$ cat src/rtl/mac_pkg.sv
// Shared MAC datapath constants (common with the multiplier) and the accumulate FSM state type.
package mac_pkg;
   localparam int PROD_W_DEF  = 8;
   localparam int ACC_W_DEF   = 12;
   localparam int N_TERMS_DEF = 16;
   localparam int MUL_LAT_DEF = 3;

   typedef enum logic {
      IDLE  = 1'b0,
      ACCUM = 1'b1
   } state_t;
endpackage

$ cat src/rtl/mac_accumulator_if.sv
// Product stream in, frame result out; master drives the product side, slave is the accumulator.
interface mac_accumulator_if
   import mac_pkg::*;
#(
   parameter int PROD_W  = PROD_W_DEF,
   parameter int ACC_W   = ACC_W_DEF,
   parameter int N_TERMS = N_TERMS_DEF,
   parameter int CNT_W   = $clog2(N_TERMS + 1)
);
   logic              in_valid;
   logic [PROD_W-1:0] prod;
   logic              acc_clear;
   logic              sat_en;
   logic [ACC_W-1:0]  acc_out;
   logic              acc_valid;
   logic              acc_ovf;
   logic [CNT_W-1:0]  term_cnt;

   modport master (
      output in_valid, prod, acc_clear, sat_en,
      input  acc_out, acc_valid, acc_ovf, term_cnt
   );

   modport slave (
      input  in_valid, prod, acc_clear, sat_en,
      output acc_out, acc_valid, acc_ovf, term_cnt
   );
endinterface

$ cat src/rtl/valid_delay_line.sv
// Depth-configurable valid shift register that tracks a fixed pipeline latency.
module valid_delay_line #(
   parameter int DEPTH = 3
) (
   input  logic clk,
   input  logic rst,
   input  logic d,
   output logic q
);
   logic [DEPTH-1:0] sr;

   generate
      if (DEPTH == 1) begin : g_single
         always_ff @(posedge clk or posedge rst) begin
            if (rst) sr <= '0;
            else     sr <= d;
         end
      end else begin : g_multi
         always_ff @(posedge clk or posedge rst) begin
            if (rst) sr <= '0;
            else     sr <= {sr[DEPTH-2:0], d};
         end
      end
   endgenerate

   assign q = sr[DEPTH-1];
endmodule

$ cat src/rtl/mac_accumulator.sv
// Accumulate stage: sums N_TERMS multiplier products per frame, optional clamp, one-cycle result pulse.
//   state | meaning
//   IDLE  | no terms accepted in the current frame (term_cnt = 0)
//   ACCUM | 0 < term_cnt < N_TERMS, partial sum held in acc_q
module mac_accumulator
   import mac_pkg::*;
#(
   parameter int PROD_W  = PROD_W_DEF,
   parameter int ACC_W   = ACC_W_DEF,
   parameter int N_TERMS = N_TERMS_DEF,
   parameter int MUL_LAT = MUL_LAT_DEF,
   parameter int CNT_W   = $clog2(N_TERMS + 1)
) (
   input logic               clk,
   input logic               rst,
   mac_accumulator_if.slave  bus
);
   state_t           state_q, state_d;
   logic [ACC_W-1:0] acc_q, acc_d;
   logic             ovf_q, ovf_d;
   logic [CNT_W-1:0] cnt_q, cnt_d;
   logic [ACC_W-1:0] acc_out_q;
   logic             acc_valid_q, acc_ovf_q;

   logic             pvalid;
   logic             fresh;
   logic [ACC_W-1:0] base_acc;
   logic             base_ovf;
   logic [CNT_W-1:0] cnt_inc;
   logic [ACC_W:0]   sum;
   logic             carry;
   logic [ACC_W-1:0] result;
   logic             last;
   logic             done;

   valid_delay_line #(.DEPTH(MUL_LAT)) u_vdl (
      .clk (clk),
      .rst (rst),
      .d   (bus.in_valid),
      .q   (pvalid)
   );

   // A clear on the same edge as a term makes that term the first of a new frame.
   always_comb begin
      fresh    = bus.acc_clear || (state_q == IDLE);
      base_acc = fresh ? '0 : acc_q;
      base_ovf = fresh ? 1'b0 : ovf_q;
      cnt_inc  = (fresh ? '0 : cnt_q) + CNT_W'(1);
      sum      = {1'b0, base_acc} + {{(ACC_W + 1 - PROD_W){1'b0}}, bus.prod};
      carry    = sum[ACC_W];
      result   = (carry && bus.sat_en) ? {ACC_W{1'b1}} : sum[ACC_W-1:0];
      last     = (cnt_inc == CNT_W'(N_TERMS));
   end

   always_comb begin
      state_d = state_q;
      acc_d   = acc_q;
      ovf_d   = ovf_q;
      cnt_d   = cnt_q;
      done    = 1'b0;
      if (pvalid) begin
         if (last) begin
            state_d = IDLE;
            acc_d   = '0;
            ovf_d   = 1'b0;
            cnt_d   = '0;
            done    = 1'b1;
         end else begin
            state_d = ACCUM;
            acc_d   = result;
            ovf_d   = base_ovf | carry;
            cnt_d   = cnt_inc;
         end
      end else if (bus.acc_clear) begin
         state_d = IDLE;
         acc_d   = '0;
         ovf_d   = 1'b0;
         cnt_d   = '0;
      end
   end

   always_ff @(posedge clk or posedge rst) begin
      if (rst) begin
         state_q     <= IDLE;
         acc_q       <= '0;
         ovf_q       <= 1'b0;
         cnt_q       <= '0;
         acc_out_q   <= '0;
         acc_valid_q <= 1'b0;
         acc_ovf_q   <= 1'b0;
      end else begin
         state_q     <= state_d;
         acc_q       <= acc_d;
         ovf_q       <= ovf_d;
         cnt_q       <= cnt_d;
         acc_valid_q <= done;
         if (done) begin
            acc_out_q <= result;
            acc_ovf_q <= base_ovf | carry;
         end
      end
   end

   assign bus.acc_out   = acc_out_q;
   assign bus.acc_valid = acc_valid_q;
   assign bus.acc_ovf   = acc_ovf_q;
   assign bus.term_cnt  = cnt_q;
endmodule
$ cat src/flat_wrapper.sv
// flat-port wrapper written by rule: the top's interface ports become plain ports
module mac_accumulator_flat import mac_pkg::*;
#(
   parameter int PROD_W  = PROD_W_DEF,
   parameter int ACC_W   = ACC_W_DEF,
   parameter int N_TERMS = N_TERMS_DEF,
   parameter int MUL_LAT = MUL_LAT_DEF,
   parameter int CNT_W   = $clog2(N_TERMS + 1)
)
  (clk, rst, bus_in_valid, bus_prod, bus_acc_clear, bus_sat_en, bus_acc_out, bus_acc_valid, bus_acc_ovf, bus_term_cnt);
  mac_accumulator_if #(.PROD_W(PROD_W), .ACC_W(ACC_W), .N_TERMS(N_TERMS), .CNT_W(CNT_W)) bus_i ();
  input logic clk;
  input logic rst;
  input wire logic [$bits(bus_i.in_valid)-1:0] bus_in_valid;
  input wire logic [$bits(bus_i.prod)-1:0] bus_prod;
  input wire logic [$bits(bus_i.acc_clear)-1:0] bus_acc_clear;
  input wire logic [$bits(bus_i.sat_en)-1:0] bus_sat_en;
  output wire logic [$bits(bus_i.acc_out)-1:0] bus_acc_out;
  output wire logic [$bits(bus_i.acc_valid)-1:0] bus_acc_valid;
  output wire logic [$bits(bus_i.acc_ovf)-1:0] bus_acc_ovf;
  output wire logic [$bits(bus_i.term_cnt)-1:0] bus_term_cnt;
  assign bus_i.in_valid = bus_in_valid;
  assign bus_i.prod = bus_prod;
  assign bus_i.acc_clear = bus_acc_clear;
  assign bus_i.sat_en = bus_sat_en;
  assign bus_acc_out = bus_i.acc_out;
  assign bus_acc_valid = bus_i.acc_valid;
  assign bus_acc_ovf = bus_i.acc_ovf;
  assign bus_term_cnt = bus_i.term_cnt;
  mac_accumulator #(.PROD_W(PROD_W), .ACC_W(ACC_W), .N_TERMS(N_TERMS), .MUL_LAT(MUL_LAT), .CNT_W(CNT_W)) u_core (.clk(clk), .rst(rst), .bus(bus_i));
endmodule
$ cat config.mk
export PLATFORM = sky130hd
export DESIGN_NAME = mac_accumulator_flat
export DESIGN_NICKNAME = d
export VERILOG_FILES = /design/src/rtl/mac_pkg.sv /design/src/rtl/mac_accumulator_if.sv /design/src/rtl/valid_delay_line.sv /design/src/rtl/mac_accumulator.sv /design/src/flat_wrapper.sv
export SDC_FILE = /design/constraint.sdc
export NUM_CORES = 1
export LEC_CHECK = 0
export CAP_MARGIN = 20
export CORE_MARGIN = 4
export CORE_UTILIZATION = 45
export CTS_CLUSTER_DIAMETER = 200
export DETAILED_ROUTE_END_ITERATION = 6
export HOLD_SLACK_MARGIN = 0.05
export MAX_ROUTING_LAYER = met4
export PLACE_DENSITY = 0.8
export SYNTH_ARGS = -nofsm -noshare
export SYNTH_HDL_FRONTEND = slang
export SYNTH_SLANG_ARGS = --single-unit
$ cat constraint.sdc
create_clock -name clk -period 8 [get_ports clk]
set_input_delay 1.2 -clock clk [delete_from_list [all_inputs] [get_ports clk]]
set_output_delay 1.2 -clock clk [all_outputs]
set_load 0.02 [all_outputs]
# Yosys cells after proc, flatten, opt, wreduce, memory -nomap -nowiden
# Cells that the tools add are included.
[totals]
out_inout_bits = 19
elab_cells = 33
ramBits = 0
rom_bits = 0
ff_bits = 36
inputBits = 13
memories = 0
latch_bits = 0
[op_classes]
n_div = 0
n_reduce_logical = 3
mul = 0
addsub = 2
order_cmp = 0
n_bitwise = 2
mux = 17
eq_ne = 1
n_shift = 0
[op_table]
columns = ["op", "n"]
rows = [
  ["$mux 12", 5],
  ["$mux 5", 4],
  ["$add 12x8->13", 1],
  ["$mux 1", 8],
  ["$add 5x1->5 const B", 1],
  ["$eq 5x5->1 const B", 1],
  ["$reduce_bool 2->1", 1],
  ["$logic_and 1x1->1", 1],
  ["$logic_or 1x1->1", 1],
  ["$not 1->1", 1],
  ["$or 1x1->1", 1],
]

# Logic depth before layout (Yosys ltp)
[depth]
word_depth = 8
mapped_depth = 11

# Modules after synthesis
# From an unflattened synthesis, not the netlist that was laid out.
[hier_totals]
cells_unflattened = 228
hier_area_um2 = 2118.3
[by_module_without_submodules]
columns = ["mod", "n_inst", "seq_area_each_um2", "cells_each", "area_each_um2"]
rows = [
  ["mac_accumulator", 1, 825.8, 224, 2039.5],
  ["valid_delay_line", 1, 75.1, 4, 78.8],
]

# Worst setup path after synthesis
# Ideal clock, no wire load.
[synth_timing]
kind = "input -> register"
startpoint = "input port bus_acc_clear"
endpoint = "register u_core.acc_q[7]"
path_buffers = 2
t_required_ns = 7.869
arrival_time_ns = 3.437
setup_slack_ns = 4.432
stages = 11
path_cell_list = "nor2b_1 buf_4 clkbuf_1 and2_1 ha_1 fa_1 a211o_1 a21o_4 o21ai_4 o21ai_1 or3_1"
[synth_between]
elab_chain_cells = 7
[synth_rtl]
columns = ["element", "line_no", "source"]
rows = [
  ["start: declaration", "flat_wrapper.sv:16", "input wire logic [$bits(bus_i.acc_clear)-1:0] bus_acc_clear;"],
  ["$logic_or 1x1->1", "mac_accumulator.sv:45", "fresh = bus.acc_clear || (state_q == IDLE);"],
  ["$mux 12", "mac_accumulator.sv:46", "base_acc = fresh ? '0 : acc_q;"],
  ["$add 12x8->13", "mac_accumulator.sv:49", "sum = {1'b0, base_acc} + {{(ACC_W + 1 - PROD_W){1'b0}}, bus.prod};"],
  ["$logic_and 1x1->1", "mac_accumulator.sv:51", "result = (carry && bus.sat_en) ? {ACC_W{1'b1}} : sum[ACC_W-1:0];"],
  ["$mux 12", "mac_accumulator.sv:51", ""],
  ["$mux 12", "mac_accumulator.sv:62", "if (last) begin"],
  ["$mux 12", "mac_accumulator.sv:61", "if (pvalid) begin"],
  ["end signal: assignment", "mac_accumulator.sv:85", "acc_q <= '0;"],
  ["end signal: assignment", "mac_accumulator.sv:93", "acc_q <= acc_d;"],
  ["end: declaration", "mac_accumulator.sv:19", "logic [ACC_W-1:0] acc_q, acc_d;"],
]
# Parallel ways exist; a longest one is shown, timed or not.
# A chain may end at the register's enable or synchronous reset.

# Worst setup path in the final report
[layout_timing]
startpoint = "input port bus_acc_clear"
endpoint = "register u_core.acc_ovf_q, in the netlist u_core.bus.acc_ovf"
[layout_between]
elab_chain_cells = 6
[layout_rtl]
columns = ["element", "line_no", "source"]
rows = [
  ["$logic_or 1x1->1 (*)", "mac_accumulator.sv:45", ""],
  ["$mux 5", "mac_accumulator.sv:48", "cnt_inc = (fresh ? '0 : cnt_q) + CNT_W'(1);"],
  ["$add 5x1->5", "mac_accumulator.sv:48", ""],
  ["$eq 5x5->1", "mac_accumulator.sv:52", "last = (cnt_inc == CNT_W'(N_TERMS));"],
  ["$mux 1", "mac_accumulator.sv:62", ""],
  ["$mux 1", "mac_accumulator.sv:61", ""],
  ["end signal: assignment", "mac_accumulator.sv:99", "acc_ovf_q <= base_ovf | carry;"],
  ["end: declaration", "mac_accumulator.sv:23", "logic acc_valid_q, acc_ovf_q;"],
]
# Mark *: on every way between the ends. The rest lies on a longest branch, timed or not.

==> impl_metrics.py <==
metrics = {
    "run_status": {
        "outcome": "complete, no violations",
    },
    "detailed_routing": {
        "first_pass_iters": 4,
        "routedWlPerCell_um": 15.23,
        "drc_errors": 0,
        "dr_total_vias": 1709,
        "avgViaCountPerCell": 5.697,
        "ant_nets": 0,
        "drt_iter0_markers": 136,
        "totalWireLength_um": 4568,
    },
    "sta": {
        "post-route-period-util_pct": 50.02,
        "fmax_mhz": 249.9,
        "slew_viol_final": 0,
        "rsz0062_at_grt": "no",
        "min_period_ns": 4.002,
        "clock_skew_ns": 0.01164,
        "hold_viol_final": 0,
        "worst_pin_slew_ns": 0.9272,
        "setup_violations": 0,
        "relSlewSlack_pct": 37.96,
        "finalSetupTns_ns": 0,
    },
    "synthesis": {
        "syn_area_um2": 2116,
        "syn_inst": 215,
        "synth.yosys.seq_area_share_pct": 42.58,
        "yosysWarnings": 0,
        "avgSynthCellArea_um2": 9.841,
        "ys_ff_latch": 36,
        "synthesis.nets": 238,
        "synth_cell_type_count": 48,
    },
    "grt": {
        "grt_overflow": 0,
        "grt_util_met3_pct": 3.783,
        "grt_pass1_vias": 1668,
        "grt_util_met1_pct": 22.49,
        "met2_usage_pct": 26.36,
        "grt_pass1_wl_um": 7983,
        "grt_util_all_layers_pct": 16.93,
        "grt-busiest-layer": "met2",
        "antenna_found_initial": 0,
        "grt_max_degree": 37,
    },
    "critical_path": {
        "start_kind": "primary input",
        "reg2reg_from": "u_core.state_q",
        "critPathCaptureType": "register",
        "crit_arrival_ns": 4.10,
        "r2r_end": "u_core.bus.acc_ovf",
        "cp.required_ns": 8.10,
        "criticalPathCategory": "primary input to register",
        "r2r_slack_ns": 4.98,
        "crit_fanout": 19,
        "worst-r2r-cell-count": 10,
    },
    "floorplanning": {
        "dieArea_um2": 5863,
        "die_x_um": 76.57,
        "io-pin-count": 32,
        "start_util_pct": 47.61,
        "core_um2": 4444,
        "row_count": 24,
        "die_h_um": 76.57,
    },
    "clock_tree": {
        "cts_root_buf": "clkbuf_8",
        "post_cts_resized": 0,
        "tritoncts": "yes",
        "post_cts_buffers": 0,
        "cts_made_buffers": 5,
        "clk_pin_slew_worst_paths_ns": 0.06,
        "cts_buffer_depth": 2,
        "clock_sinks": 36,
        "postCtsHoldBufs": 0,
        "htree_levels": 2,
        "clock_latency_ns": 0.28,
    },
    "placement": {
        "hpwl_um": 3438,
        "placed_area_um2": 2467,
        "gp_congestion": 0.8391,
        "place.port_buffers": 31,
    },
    "cells_and_area": {
        "antenna_cells": 0,
        "mostFrequentLayoutCells": "36 x dfrtp_1, 31 x clkdlybuf4s50_1, 21 x nor2_1",
        "layout_commonest_cell": "dfrtp_1",
        "layout.nets": 270,
        "syn_to_final_growth_pct": 20.88,
        "drive_above_1_share_pct": 8.468,
        "fin_area_um2": 2557,
    },
    "flow_run": {
        "max_cap_violations": 0,
    },
    "min_path": {
        "hold_class": "register to register",
        "worstHoldStart": "u_core.u_vdl.sr[0]",
        "hold_depth": 0,
        "whs_endpoint": "u_core.u_vdl.sr[1]",
    },
    "power": {
        "p_leak_nw": 1.101,
        "total_power_w": 0.0003903,
        "vdd_ir_drop_max_v": 0.0001282,
        "p_per_area_nw_per_um2": 152.6,
    },
}
## critical path: stages
cell,delay (ns)
clkdlybuf4s50_1,0.57
nor2b_1,0.07
buf_4,0.20
and2_1,0.18
ha_1,0.22
fa_1,0.43
a211o_1,0.34
a21o_4,0.24
o21ai_0,0.37
or3_1,0.20
a31oi_1,0.09
## logic make-up after synthesis
kind of cell,count (synthesis),share of synthesized area [%]
multiplexers,1,0.6504
AND/OR/NAND/NOR,72,17.15
flip-flops,36,42.58
adder cells (fa/ha/maj),10,6.269
buffers and inverters,13,2.720
XOR/XNOR,6,2.484
AO/OA/AOI/OAI,77,28.15
## sequential cells by signal, summed over array words and instances (netlist names)
name                  flops
u_core.acc_q             12
u_core.bus.acc_ovf        1
u_core.bus.acc_out       12
u_core.ovf_q              1
u_core.u_vdl.sr           3
u_core.state_q            1
u_core.bus.acc_valid      1
u_core.bus.term_cnt       5
## cell usage after synthesis (all sizes together)
master	count	share of area, %
dfrtp	36	43
nor2	21	3.7
nand2	20	3.7
a21oi	18	4.4
o21ai	13	4.1
and2	11	3.3
ha	9	5.3
o21a	6	2.5
a211oi	5	1.8
a21o	5	2.1
a31oi	5	1.5
inv	5	0.89
xnor2	5	2.1
buf	4	1.1
clkbuf	4	0.77
nand3	4	1.2
nor2b	4	1.2
a2111oi	3	3.0
a211o	3	1.2
nand2b	3	0.89
nand4	3	0.89
o22a	3	1.2
o22ai	3	0.89
o2bb2ai	3	1.2
a221o	2	0.95
nor3b	2	0.71
o211ai	2	0.71
o31ai	2	0.71
or3	2	0.59
a32oi	1	0.41
a41oi	1	0.41
fa	1	0.95
mux2i	1	0.65
nor3	1	0.77
o21bai	1	0.35
o221a	1	0.53
or2	1	0.30
xor2	1	0.41
## area by class of cell
class | instances | area (µm²)
clock buffers | 8 | 90.09
repair buffers | 33 | 325.3
well taps | 52 | 65.06
multi-input cells | 166 | 1157
fillers | 403 | 1887
flip-flops and latches | 36 | 900.9
inverters | 5 | 18.77
## power breakdown
part           switching [W]  total [W]  internal [W]
clock network      0.0000598   0.000130     0.0000702
registers         0.00000560   0.000195      0.000189
logic              0.0000366  0.0000654     0.0000288
total               0.000102   0.000390      0.000288
## layer usage
layer | up-vias | wire length, µm
met5 | - | 0
met4 | 0 | 38
met3 | 4 | 196
met2 | 35 | 2184
li1 | 847 | -
met1 | 823 | 2150
## per-stage QoR
stage	instances	setup WS (ns)	util (%)	hold WS [ns]
global placement	292	3.812	55.52	0.3367
finish	300	3.998	57.55	0.3613
CTS	300	4.021	57.55	0.3619
global route	300	3.808	57.55	0.3638
detailed placement	292	3.724	55.52	0.3450
floorplan	215	4.432	-	0.3312
## worst max path at each step
stage / end / depth (start not counted) / from
floorplan: u_core.acc_q[7] / 11 / bus_acc_clear
global placement: u_core.bus.acc_ovf / 11 / bus_acc_clear
detailed placement: u_core.bus.acc_ovf / 11 / bus_acc_clear
CTS: u_core.bus.acc_ovf / 11 / bus_acc_clear
global route: u_core.bus.acc_ovf / 11 / bus_acc_clear
finish: u_core.bus.acc_ovf / 11 / bus_acc_clear
Note: power is estimated with default switching activity, not from simulation.
==> RTL edit: new RTL, same flow settings <==
`PROD_W_DEF`: 8 -> 9.
--- a/src/rtl/mac_pkg.sv
+++ b/src/rtl/mac_pkg.sv
@@ -1,6 +1,6 @@
 // Shared MAC datapath constants (common with the multiplier) and the accumulate FSM state type.
 package mac_pkg;
-   localparam int PROD_W_DEF  = 8;
+   localparam int PROD_W_DEF  = 9;
    localparam int ACC_W_DEF   = 12;
    localparam int N_TERMS_DEF = 16;
    localparam int MUL_LAT_DEF = 3;
Ports: changed (resized bus_prod); port bits go from 32 to 33. No check against the original RTL was run, so the function may have changed too.
==> RTL edit against the original RTL <==
Clock skew shrank 0.0069 ns; cell count is 2.7% higher; sequential cell count did not move; worst hold slack worse by 0.0051 ns; routed wire length decreased by 3.8%; power increased by 7.1%; worst setup slack improved by 0.097 ns; synthesized area is 3.6% lower; sequential share of layout area is 0.74 points higher; final area decreased by 2.1%.
==> RTL edit: results (changes against the original RTL) <==
yosys:
  syn-num-nets: 248  # +4.2%
  ys_seq_area_share_pct: 44.17  # +1.6 points
  synth_area_leaders: "dfrtp_1, ha_1, a21oi_1"
  ys_types: 42  # -13%
  ys_dominant_reg_cell: "dfrtp_1"
global_routing:
  grt_pass1_wl_um: 7369  # -7.7%
  gr-usage-all-layers_pct: 17.70  # +0.77 points
  grt_pass1_vias: 1667  # -0.060%
power_and_ir_drop:
  clockPowerShare_pct: 37.8  # +4.5 points
  p_switching_mw: 0.1081  # +5.9%
  p_leak_nw: 1.096  # -0.44%
  pwr-share-seq_pct: 46.8  # -3.1 points
  peakVddDrop_v: 0.0001241  # -3.2%
critical_path:
  cp.arrival_ns: 4.08  # -0.02 ns
  cp_max_fo: 15  # -4
detailed_routing:
  drt-initial-drc-count: 89  # -35%
  avgViaCountPerCell: 5.539  # -2.8%
  avgRoutedWirePerCell_um: 14.27  # -6.3%
place:
  gp_congestion: 0.9420  # +12%
  hpwl_um: 3155  # -8.2%
  io_buffers: 32  # +3.2%
cells_and_area:
  drive_gt1_share_pct: 5.469  # -3.0 points
  fin_nets: 280  # +3.7%
run_status:
  status: "complete, no violations"
clocking:
  postCtsSetupRepairBufs: 0  # unchanged
  cts_buffers: 5  # unchanged
  htree_levels: 2  # unchanged
sta:
  finalClockSkew_ns: 0.004765  # -0.006871 ns
  slew_headroom_pct: 28.49  # -9.5 points
## RTL edit: cell types whose count changed after synthesis, sizes merged, moves of 3 or more
| cell | unedited run | this run |
|---|---|---|
| a2111oi | 3 | 0 |
| a211o | 3 | 0 |
| a211oi | 5 | 2 |
| a21oi | 18 | 24 |
| and2 | 11 | 14 |
| inv | 5 | 10 |
| nand2 | 20 | 24 |
| nor2 | 21 | 16 |
| o211ai | 2 | 5 |
| o21a | 6 | 1 |
| o21ai | 13 | 16 |
| o22a | 3 | 0 |
| xnor2 | 5 | 2 |
| xor2 | 1 | 4 |
## RTL edit: critical path, delay by kind of cell
kind | cells | cell delay (ns)
adder cells (fa/ha/maj) | 2 | 0.64
buffers and inverters | 1 | 0.58
AND/OR/NAND/NOR | 2 | 0.44
AO/OA/AOI/OAI | 5 | 1.21
## RTL edit: area by class of cell
type                            count  area, sq um
Fill cell                         372         1879
Multi-Input combinational cell    168         1057
Sequential cell                    36        900.9
Timing Repair Buffer               34        332.8
Clock buffer                        5        68.82
Tap cell                           52        65.06
Clock inverter                      3        42.54
Inverter                           10        37.54
## RTL edit: stage by stage
step | instances | total power, mW | setup WS [ns] | hold slack, ns | area, sq um
after floorplan | 223 | 0.2432 | 4.633 | 0.3312 | 2039
after global placement | 299 | 0.2618 | 3.884 | 0.3337 | 2389
after detailed placement | 299 | 0.2634 | 3.794 | 0.3378 | 2389
after CTS | 307 | 0.4212 | 4.095 | 0.3612 | 2500
after global routing | 308 | 0.4404 | 3.844 | 0.3672 | 2505
final | 308 | 0.4182 | 4.095 | 0.3562 | 2505
## RTL edit: final timing paths
kind	from	to	slack (ns)	depth (start not counted)
hold reg to reg	u_core.u_vdl.sr[1]	u_core.u_vdl.sr[2]	0.36	0
setup reg to reg	u_core.state_q	u_core.acc_q[10]	5.07	9
min in group asynchronous	rst	u_core.bus.term_cnt[3]	1.31	3
setup / recovery	bus_acc_clear	u_core.acc_q[10]	4.09	10
hold / removal	u_core.u_vdl.sr[1]	u_core.u_vdl.sr[2]	0.36	0
max in group asynchronous	rst	u_core.bus.term_cnt[0]	6.38	3
## RTL edit: per-layer routing
| layer | track usage [%] | vias up | wire (um) |
|---|---|---|---|
| li1 | - | 859 | - |
| met1 | 21.79 | 803 | 2054 |
| met2 | 28.48 | 39 | 2063 |
| met3 | 4.881 | 5 | 229 |
| met4 | 5.243 | 0 | 49 |
| met5 | - | - | 0 |
## RTL edit: kinds of logic (layout without fill, tap and decap cells)
family	after synthesis	count (layout)	share of synthesized area [%]
adder cells (fa/ha/maj)	11	11	7.117
multiplexers	1	1	0.4908
AND/OR/NAND/NOR	76	76	18.47
XOR/XNOR	6	6	2.577
AO/OA/AOI/OAI	74	74	23.19
flip-flops	36	36	44.17
buffers and inverters	19	52	3.987
